===== src/rtl/ps2_tx_core.sv =====
// -----------------------------------------------------------------------------
// ps2_tx_core
//
// Host-to-device PS/2 transmitter. Runs the full host send sequence:
// clock inhibit, request-to-send (data low, clock released), eight data
// bits LSB first, odd parity and stop, all clocked by the device on
// ps2_clk falling edges, then samples the device acknowledge bit.
// Lines are open-drain: the *_oe_o outputs are active-high pull-low enables.
//
// Optional build macro:
//   PS2_TX_GLITCH_FILTER_EN - adds a 4-sample stability filter after the
//                             synchronizers on both PS/2 lines.
//
// Parameters:
//   INHIBIT_CYCLES  clk_i cycles the clock line is held low before RTS (>= 2)
//   TIMEOUT_CYCLES  max clk_i cycles between device clock falls / idle wait
//   CNT_WIDTH       width of the shared cycle counter
//
// Ports:
//   clk_i         system clock
//   rst_i         asynchronous reset, active-high
//   ps2_clk_i     raw PS/2 clock line (asynchronous)
//   ps2_dat_i     raw PS/2 data line (asynchronous)
//   ps2_clk_oe_o  1 = pull PS/2 clock low
//   ps2_dat_oe_o  1 = pull PS/2 data low
//   tx_valid_i    byte to send is valid
//   tx_data_i     byte to send
//   tx_ready_o    core idle, accepts a byte
//   busy_o        transfer in progress
//   done_o        1-cycle pulse: transfer completed with ACK
//   ack_err_o     1-cycle pulse: ACK bit sampled high
//   timeout_o     1-cycle pulse: transfer aborted by timeout
// -----------------------------------------------------------------------------
module ps2_tx_core #(
  parameter int INHIBIT_CYCLES = 10000,
  parameter int TIMEOUT_CYCLES = 200000,
  parameter int CNT_WIDTH      = 18
) (
  input  logic       clk_i,
  input  logic       rst_i,
  input  logic       ps2_clk_i,
  input  logic       ps2_dat_i,
  output logic       ps2_clk_oe_o,
  output logic       ps2_dat_oe_o,
  input  logic       tx_valid_i,
  input  logic [7:0] tx_data_i,
  output logic       tx_ready_o,
  output logic       busy_o,
  output logic       done_o,
  output logic       ack_err_o,
  output logic       timeout_o
);

  typedef enum logic [2:0] {
    S_IDLE,
    S_INHIBIT,
    S_RTS,
    S_SHIFT,
    S_WAIT_IDLE
  } state_t;

  localparam logic [CNT_WIDTH-1:0] INHIBIT_LAST = CNT_WIDTH'(INHIBIT_CYCLES - 1);
  localparam logic [CNT_WIDTH-1:0] TIMEOUT_LIM  = CNT_WIDTH'(TIMEOUT_CYCLES);

  // ---------------------------------------------------------------------------
  // Line synchronizers
  // ---------------------------------------------------------------------------
  logic [1:0] clk_sync;
  logic [1:0] dat_sync;
  logic       clk_s;
  logic       dat_s;

  // NOTE: synchronizers reset to 1 (idle bus level) so leaving reset can
  // never look like a clock falling edge.
  always_ff @(posedge clk_i or posedge rst_i) begin
    if (rst_i) begin
      clk_sync <= 2'b11;
      dat_sync <= 2'b11;
    end else begin
      clk_sync <= {clk_sync[0], ps2_clk_i};
      dat_sync <= {dat_sync[0], ps2_dat_i};
    end
  end

  assign clk_s = clk_sync[1];
  assign dat_s = dat_sync[1];

  // ---------------------------------------------------------------------------
  // Optional stability filter: the filtered value only follows the
  // synchronized line once it has differed for 4 consecutive samples,
  // so pulses shorter than 4 clk_i cycles never reach the FSM.
  // ---------------------------------------------------------------------------
  logic clk_line;
  logic dat_line;

`ifdef PS2_TX_GLITCH_FILTER_EN
  logic       clk_f;
  logic       dat_f;
  logic [1:0] clk_run;
  logic [1:0] dat_run;

  always_ff @(posedge clk_i or posedge rst_i) begin
    if (rst_i) begin
      clk_f   <= 1'b1;
      dat_f   <= 1'b1;
      clk_run <= '0;
      dat_run <= '0;
    end else begin
      if (clk_s == clk_f) begin
        clk_run <= '0;
      end else if (clk_run == 2'd3) begin
        clk_f   <= clk_s;
        clk_run <= '0;
      end else begin
        clk_run <= clk_run + 2'd1;
      end

      if (dat_s == dat_f) begin
        dat_run <= '0;
      end else if (dat_run == 2'd3) begin
        dat_f   <= dat_s;
        dat_run <= '0;
      end else begin
        dat_run <= dat_run + 2'd1;
      end
    end
  end

  assign clk_line = clk_f;
  assign dat_line = dat_f;
`else
  assign clk_line = clk_s;
  assign dat_line = dat_s;
`endif

  // ---------------------------------------------------------------------------
  // Falling-edge detect on the (optionally filtered) clock line
  // ---------------------------------------------------------------------------
  logic clk_line_d;
  logic fall;

  always_ff @(posedge clk_i or posedge rst_i) begin
    if (rst_i) clk_line_d <= 1'b1;
    else       clk_line_d <= clk_line;
  end

  assign fall = clk_line_d & ~clk_line;

  // ---------------------------------------------------------------------------
  // Transmit FSM
  // ---------------------------------------------------------------------------
  state_t               state;
  logic [CNT_WIDTH-1:0] counter;
  logic [CNT_WIDTH-1:0] cnt_next;
  logic [3:0]           bitcnt;
  logic [7:0]           tx_byte;
  logic                 parity;
  logic                 ack_bit;
  logic                 timeout_hit;

  assign cnt_next = counter + CNT_WIDTH'(1);
  // A fall arriving in the same cycle as the limit wins over the timeout.
  assign timeout_hit = ~fall & (cnt_next == TIMEOUT_LIM);

  // NOTE: all state below uses non-blocking assignments so every register
  // updates from the same pre-edge values regardless of statement order.
  always_ff @(posedge clk_i or posedge rst_i) begin
    if (rst_i) begin
      state        <= S_IDLE;
      ps2_clk_oe_o <= 1'b0;
      ps2_dat_oe_o <= 1'b0;
      counter      <= '0;
      bitcnt       <= '0;
      tx_byte      <= '0;
      parity       <= 1'b0;
      ack_bit      <= 1'b0;
      done_o       <= 1'b0;
      ack_err_o    <= 1'b0;
      timeout_o    <= 1'b0;
    end else begin
      done_o    <= 1'b0;
      ack_err_o <= 1'b0;
      timeout_o <= 1'b0;

      case (state)
        S_IDLE: begin
          ps2_clk_oe_o <= 1'b0;
          ps2_dat_oe_o <= 1'b0;
          if (tx_valid_i) begin
            tx_byte      <= tx_data_i;
            parity       <= ~^tx_data_i;
            counter      <= '0;
            ps2_clk_oe_o <= 1'b1;
            state        <= S_INHIBIT;
          end
        end

        S_INHIBIT: begin
          if (counter == INHIBIT_LAST) begin
            // Start bit: data low while clock is still held.
            ps2_dat_oe_o <= 1'b1;
            counter      <= '0;
            state        <= S_RTS;
          end else begin
            counter <= cnt_next;
          end
        end

        S_RTS: begin
          // Release clock; data stays low as the start bit.
          ps2_clk_oe_o <= 1'b0;
          bitcnt       <= '0;
          counter      <= '0;
          state        <= S_SHIFT;
        end

        S_SHIFT: begin
          if (fall) begin
            counter <= '0;
            bitcnt  <= bitcnt + 4'd1;
            if (bitcnt < 4'd8) begin
              ps2_dat_oe_o <= ~tx_byte[bitcnt[2:0]];
            end else if (bitcnt == 4'd8) begin
              ps2_dat_oe_o <= ~parity;
            end else if (bitcnt == 4'd9) begin
              ps2_dat_oe_o <= 1'b0;
            end else begin
              ack_bit <= dat_line;
              state   <= S_WAIT_IDLE;
            end
          end else if (timeout_hit) begin
            ps2_clk_oe_o <= 1'b0;
            ps2_dat_oe_o <= 1'b0;
            counter      <= '0;
            timeout_o    <= 1'b1;
            state        <= S_IDLE;
          end else begin
            counter <= cnt_next;
          end
        end

        S_WAIT_IDLE: begin
          ps2_clk_oe_o <= 1'b0;
          ps2_dat_oe_o <= 1'b0;
          if (timeout_hit) begin
            counter   <= '0;
            timeout_o <= 1'b1;
            state     <= S_IDLE;
          end else if (clk_line && dat_line) begin
            counter   <= '0;
            done_o    <= ~ack_bit;
            ack_err_o <= ack_bit;
            state     <= S_IDLE;
          end else if (fall) begin
            counter <= '0;
          end else begin
            counter <= cnt_next;
          end
        end

        default: begin
          ps2_clk_oe_o <= 1'b0;
          ps2_dat_oe_o <= 1'b0;
          counter      <= '0;
          state        <= S_IDLE;
        end
      endcase
    end
  end

  assign tx_ready_o = (state == S_IDLE);
  assign busy_o     = (state != S_IDLE);

endmodule


===== config.mk =====
export PLATFORM = sky130hd
export DESIGN_NAME = ps2_tx_core
export DESIGN_NICKNAME = d
export VERILOG_FILES = /design/src/rtl/ps2_tx_core.sv
export SDC_FILE = /design/constraint.sdc
export NUM_CORES = 1
export LEC_CHECK = 0
export BUFFER_PORTS_ARGS = -buffer_cell sky130_fd_sc_hd__buf_4
export CORE_MARGIN = 1.5
export CORE_UTILIZATION = 40
export DETAILED_ROUTE_END_ITERATION = 10
export PLACE_DENSITY = 0.68
export SETUP_SLACK_MARGIN = 0.4
export SYNTH_ARGS = -nofsm -noshare
export SYNTH_HDL_FRONTEND = slang
export SYNTH_SLANG_ARGS = --single-unit

===== constraint.sdc =====
create_clock -name clk_i -period 7.7 [get_ports clk_i]
set_input_delay 0.385 -clock clk_i [delete_from_list [all_inputs] [get_ports clk_i]]
set_output_delay 0.385 -clock clk_i [all_outputs]
set_load 0.02 [all_outputs]

# Yosys cells after proc, flatten, opt, wreduce, memory -nomap -nowiden
# Cells that the tools add are included.
# op_classes
n_addsub,2
n_lt_le_gt_ge,2
n_eq_ne,19
mux,41
n_bitwise,12
reduce_logical,11
# ops
op,count
$mux 18,7
$pmux 18 s4,1
$mux 3,9
$add 18x1->18 const B,1
$eq 18x14->1 const B,1
$eq 18x18->1 const B,1
$mux 1,17
$ne 3x3->1 const B,5
$pmux 3 s5,1
$ne 2x2->1 const B,5
$not 1->1,10
$eq 4x4->1 const B,2
$pmux 4 s2,1
$reduce_xnor 8->1,1
$reduce_and 7->1,1
$eq 3x2->1 const B,2
$pmux 1 s3,2
$ne 5x5->1 const B,1
$reduce_and 5->1,1
$add 4x1->4 const B,1
$lt 3x4->1 const B,1
$lt 4x4->1 const B,1
$mux 4,1
$reduce_and 2->1,2
other kinds (11),12
# word_totals
register_bits,45
out_inout_bits,7

# Longest topological paths before layout
# depth
ltp_word,7
depth_mapped,10
mapped_depth_nobuf,8

# Worst setup path before layout
# No wires, ideal clock.
# synth_timing
path_kind,reg-to-reg
from,register counter[0]
to,register counter[0]
arrival_time_ns,2.452
t_required_ns,7.571
path_slack_ns,5.119
stages_incl_launch_ff,10
path_cell_list,dfrtp_1 ha_1 nand3_2 nor4_4 xor2_1 nand2_1 or4_1 buf_2 a21oi_4 mux2i_1
# synth_via
elab_chain_cells,6
word_cells_on_any_way,11
cone_classes,1 x add/sub; 2 x eq/ne; 7 x mux; 1 x bitwise
# synth_rtl
item,line,rtl
start: declaration,153,logic [CNT_WIDTH-1:0] counter;
start signal: assignment,205,counter <= cnt_next;
start signal: assignment,238,counter <= cnt_next;
start signal: assignment,257,counter <= cnt_next;
$add 18x1->18,161,assign cnt_next = counter + CNT_WIDTH'(1);
$eq 18x18->1,163,assign timeout_hit = ~fall & (cnt_next == TIMEOUT_LIM);
$and 1x1->1,163,
$mux 18,231,end else if (timeout_hit) begin
$mux 18,218,if (fall) begin
$pmux 18 s4 (*),185,case (state)
# Mark *: on every way between the ends. The rest lies on a longest branch, timed or not.
# A chain may end at the register's enable or synchronous reset.

# Final worst setup path
# layout_timing
from,register counter[0]
to,register counter[3]
# The elaborated chain is that of the path after synthesis.

==> out/summary.txt <==
final core area utilization = 45.0%
post-CTS sizing = 0
CTS tree = done
fin cells = 392
initial antenna violation count = 0
GR Overflow Total = 0
Flop pwr share = 44.0%
largest net degree at the start of global routing = 46
Synth top cells by count = 40 x dfrtp_1, 34 x nand2_1, 26 x o21ai_0
Worst-path clk slew = 0.09 ns
setup TNS = 0 ns
row count = 30
VDD IR-drop max = 196 uV
CP Class = reg -> reg
crit path DAT = 3.17 ns
Switching Fraction = 34.8%
Detailed Place HPWL = 4.23 mm
pre-CTS setup slack = 4.74 ns
LEAKAGE = 0.00129 uW
Worst-Skew Late Latency = 0.30 ns
TritonCTS Buffers = 5
Adder-Cell Fraction of Synth Area = 2.27%
# port buffers = 19
internal power = 483 uW
Die ar. = 7400 um2
vias per inst = 5.65
Post-synth EDFFs = 0
Clk pwr share = 24.3%
final period utilization = 39.1%
DRC Markers = 0
Area contributors post-synth = dfrtp_1 36%, dfstp_2 4.8%, o21ai_0 4.7%, nand2_1 4.6%, xnor2_1 4.1%
Synth Cell Area = 2760 um2
worst path cell trace = ha_1 -> nand3_2 -> nor4_4 -> xor2_1 -> nand2_1 -> or4_1 -> a21oi_4 -> o21ai_1
post-synthesis simple-gate area fraction = 24.9%
Comb pwr share = 31.7%
Final WS setup = 4.69 ns
#FFs+latches synth = 45
ANT cells = 0
post-synthesis mux area share = 6.80%
Total Wirelength = 5.80 mm
Worst Tran Pin Value = 1.17 ns
crit end category = register
core area = 6720 um2
Post-CTS Setup Bufs = 0
Net Sw Power = 258 uW
slowest stage cell, crit path = or4_1
HP Class = in -> reg
Hold Worst Slack = 0.192 ns
Wirelength per Cell = 14.8 um
DRT iter0 DRCs = 112
CP delay by family, top = simple AND/OR/NAND/NOR gates
Layout area overhead = 9.66%
Worst R2R Setup Slack = 4.69 ns
Hold Buf Count CTS = 0
Syn Area/Cell = 9.14 um2
I/O Pins = 20
most common cell in the synthesized netlist = dfrtp_1
Max Slew Vio Count = 0
clk sinks = 45
first-pass GRT wire length = 10.2 mm
ys flop type = dfrtp_1
ys async rst share = 100%
max_slew headroom = 21.7%
drt pass-1 iters = 4
Worst Setup Start Kind = register
Tot GR Track Use = 17.4%
syn_nets = 320
width of the chip = 86.1 um
Compound-Gate Fraction of Synth Area = 14.1%
CP Data Required Time = 7.87 ns
dpl cells = 384
Yosys warning count = 0
final hold viol count = 0
Setup Viol. Count Final = 0
fin crit period = 3.01 ns
post-synthesis sequential area ratio = 41.0%
largest family of logic cells by synthesized area = simple AND/OR/NAND/NOR gates
H-tree depth = 2
RSZ-0062 raised after global routing = no
Yosys top cell area share = 36.3%
vias = 2215
Setup Skew = 0.0194 ns
Crit path buffers/inverters = 0
ANT nets after route = 0
vias in the first global route = 2131
max frequency = 332 MHz
Netlist cell types = 53
PD cells = 245 nW/um2
Max Cap Viol = 0
Synth Instances = 302
layout cells sized above 1 = 17.6%
GPL Wtd Cong = 0.931
Synth Area in XOR/XNOR = 6.35%
clk buf depth = 2
Die Y = 86.1 um
clock root buffer = clkbuf_8
Nets = 329
status = completed
Slowest Stage Delay on Critical Path = 0.66 ns
post-synth top area cell = dfrtp_1
crit-path max FO = 9
Initial Utilization = 41.1%
flip-flops by register name (all words and copies together), names as in the netlist:
name	count
done_o	1
ack_err_o	1
state	3
parity	1
bitcnt	4
counter	18
ack_bit	1
timeout_o	1
tx_byte	8
clk_line_d	1
clk_sync	2
ps2_dat_oe_o	1
dat_sync	2
ps2_clk_oe_o	1
final timing paths:
path,to,depth (start not counted),startpoint
hold reg to reg,dat_sync[1]$_DFF_PP1_,0,dat_sync[0]$_DFF_PP1_
min in group asynchronous,counter[5]$_DFFE_PP0N_,2,rst_i
setup reg to reg,counter[3]$_DFFE_PP0N_,8,counter[0]$_DFFE_PP0N_
setup / recovery,counter[3]$_DFFE_PP0N_,8,counter[0]$_DFFE_PP0N_
hold / removal,clk_sync[0]$_DFF_PP1_,1,ps2_clk_i
max in group asynchronous,counter[3]$_DFFE_PP0N_,2,rst_i
cell usage in the layout (no fill, tap or decap), types with 5 or more instances in the layout:
master / instances
o21ai_0: 26
xnor2_1: 13
nand2_1: 34
inv_1: 9
nor2_1: 15
nor2b_1: 8
nand3_1: 18
mux2_2: 10
buf_4: 19
dfstp_2: 5
nand2b_1: 5
nand4_1: 7
xor2_1: 7
dfrtp_1: 40
ha_1: 5
nor4_1: 8
clkbuf_8: 5
and3_1: 5
o21ai_1: 6
a21oi_1: 16
cells by family (layout without fill, tap and decap cells):
family / count (synthesis) / after routing
adder cells (fa/ha/maj): 5 / 5
AO/OA/AOI/OAI: 66 / 66
multiplexers: 15 / 15
AND/OR/NAND/NOR: 124 / 124
buffers and inverters: 27 / 37
flip-flops: 45 / 45
XOR/XNOR: 20 / 20
per-stage QoR:
step                total power (uW)  cell area [um2]
global route                     798             3030
global placement                 559             2910
detailed placement               569             2910
floorplan                        503             2760
CTS                              750             3030
finish                           741             3030
final cells by class:
cell class | instances | area (um2)
well taps | 80 | 100
multi-input cells | 230 | 1500
fillers | 619 | 3690
inverters | 10 | 37.5
flip-flops and latches | 45 | 1130
clock inverters | 2 | 38.8
clock buffers | 6 | 72.6
repair buffers | 19 | 143
worst register-to-register path, cell delays in order, from the launching register on:
cell and delay [ns]:
dfrtp_1 0.48, ha_1 0.30, nand3_2 0.24, nor4_4 0.44
xor2_1 0.27, nand2_1 0.07, or4_1 0.66, a21oi_4 0.31
o21ai_1 0.11
power groups by stage:
stage | sequential (uW) | clock [uW] | combinational [uW]
2_1_floorplan | 317 | 0 | 186
3_3_place_gp | 328 | 0 | 231
3_5_place_dp | 332 | 0 | 237
4_1_cts | 327 | 185 | 237
5_1_grt | 334 | 197 | 267
6_report | 326 | 180 | 235
metal layers:
metal | vias up | share of wire, % | track usage, %
met2 | 45 | 50 | 29.3
met4 | 0 | 0.59 | 4.99
met1 | 1069 | 45 | 23.1
met5 | - | 0 | 0
li1 | 1099 | - | -
met3 | 2 | 4.3 | 2.89
(Power assumes the default switching activity.)
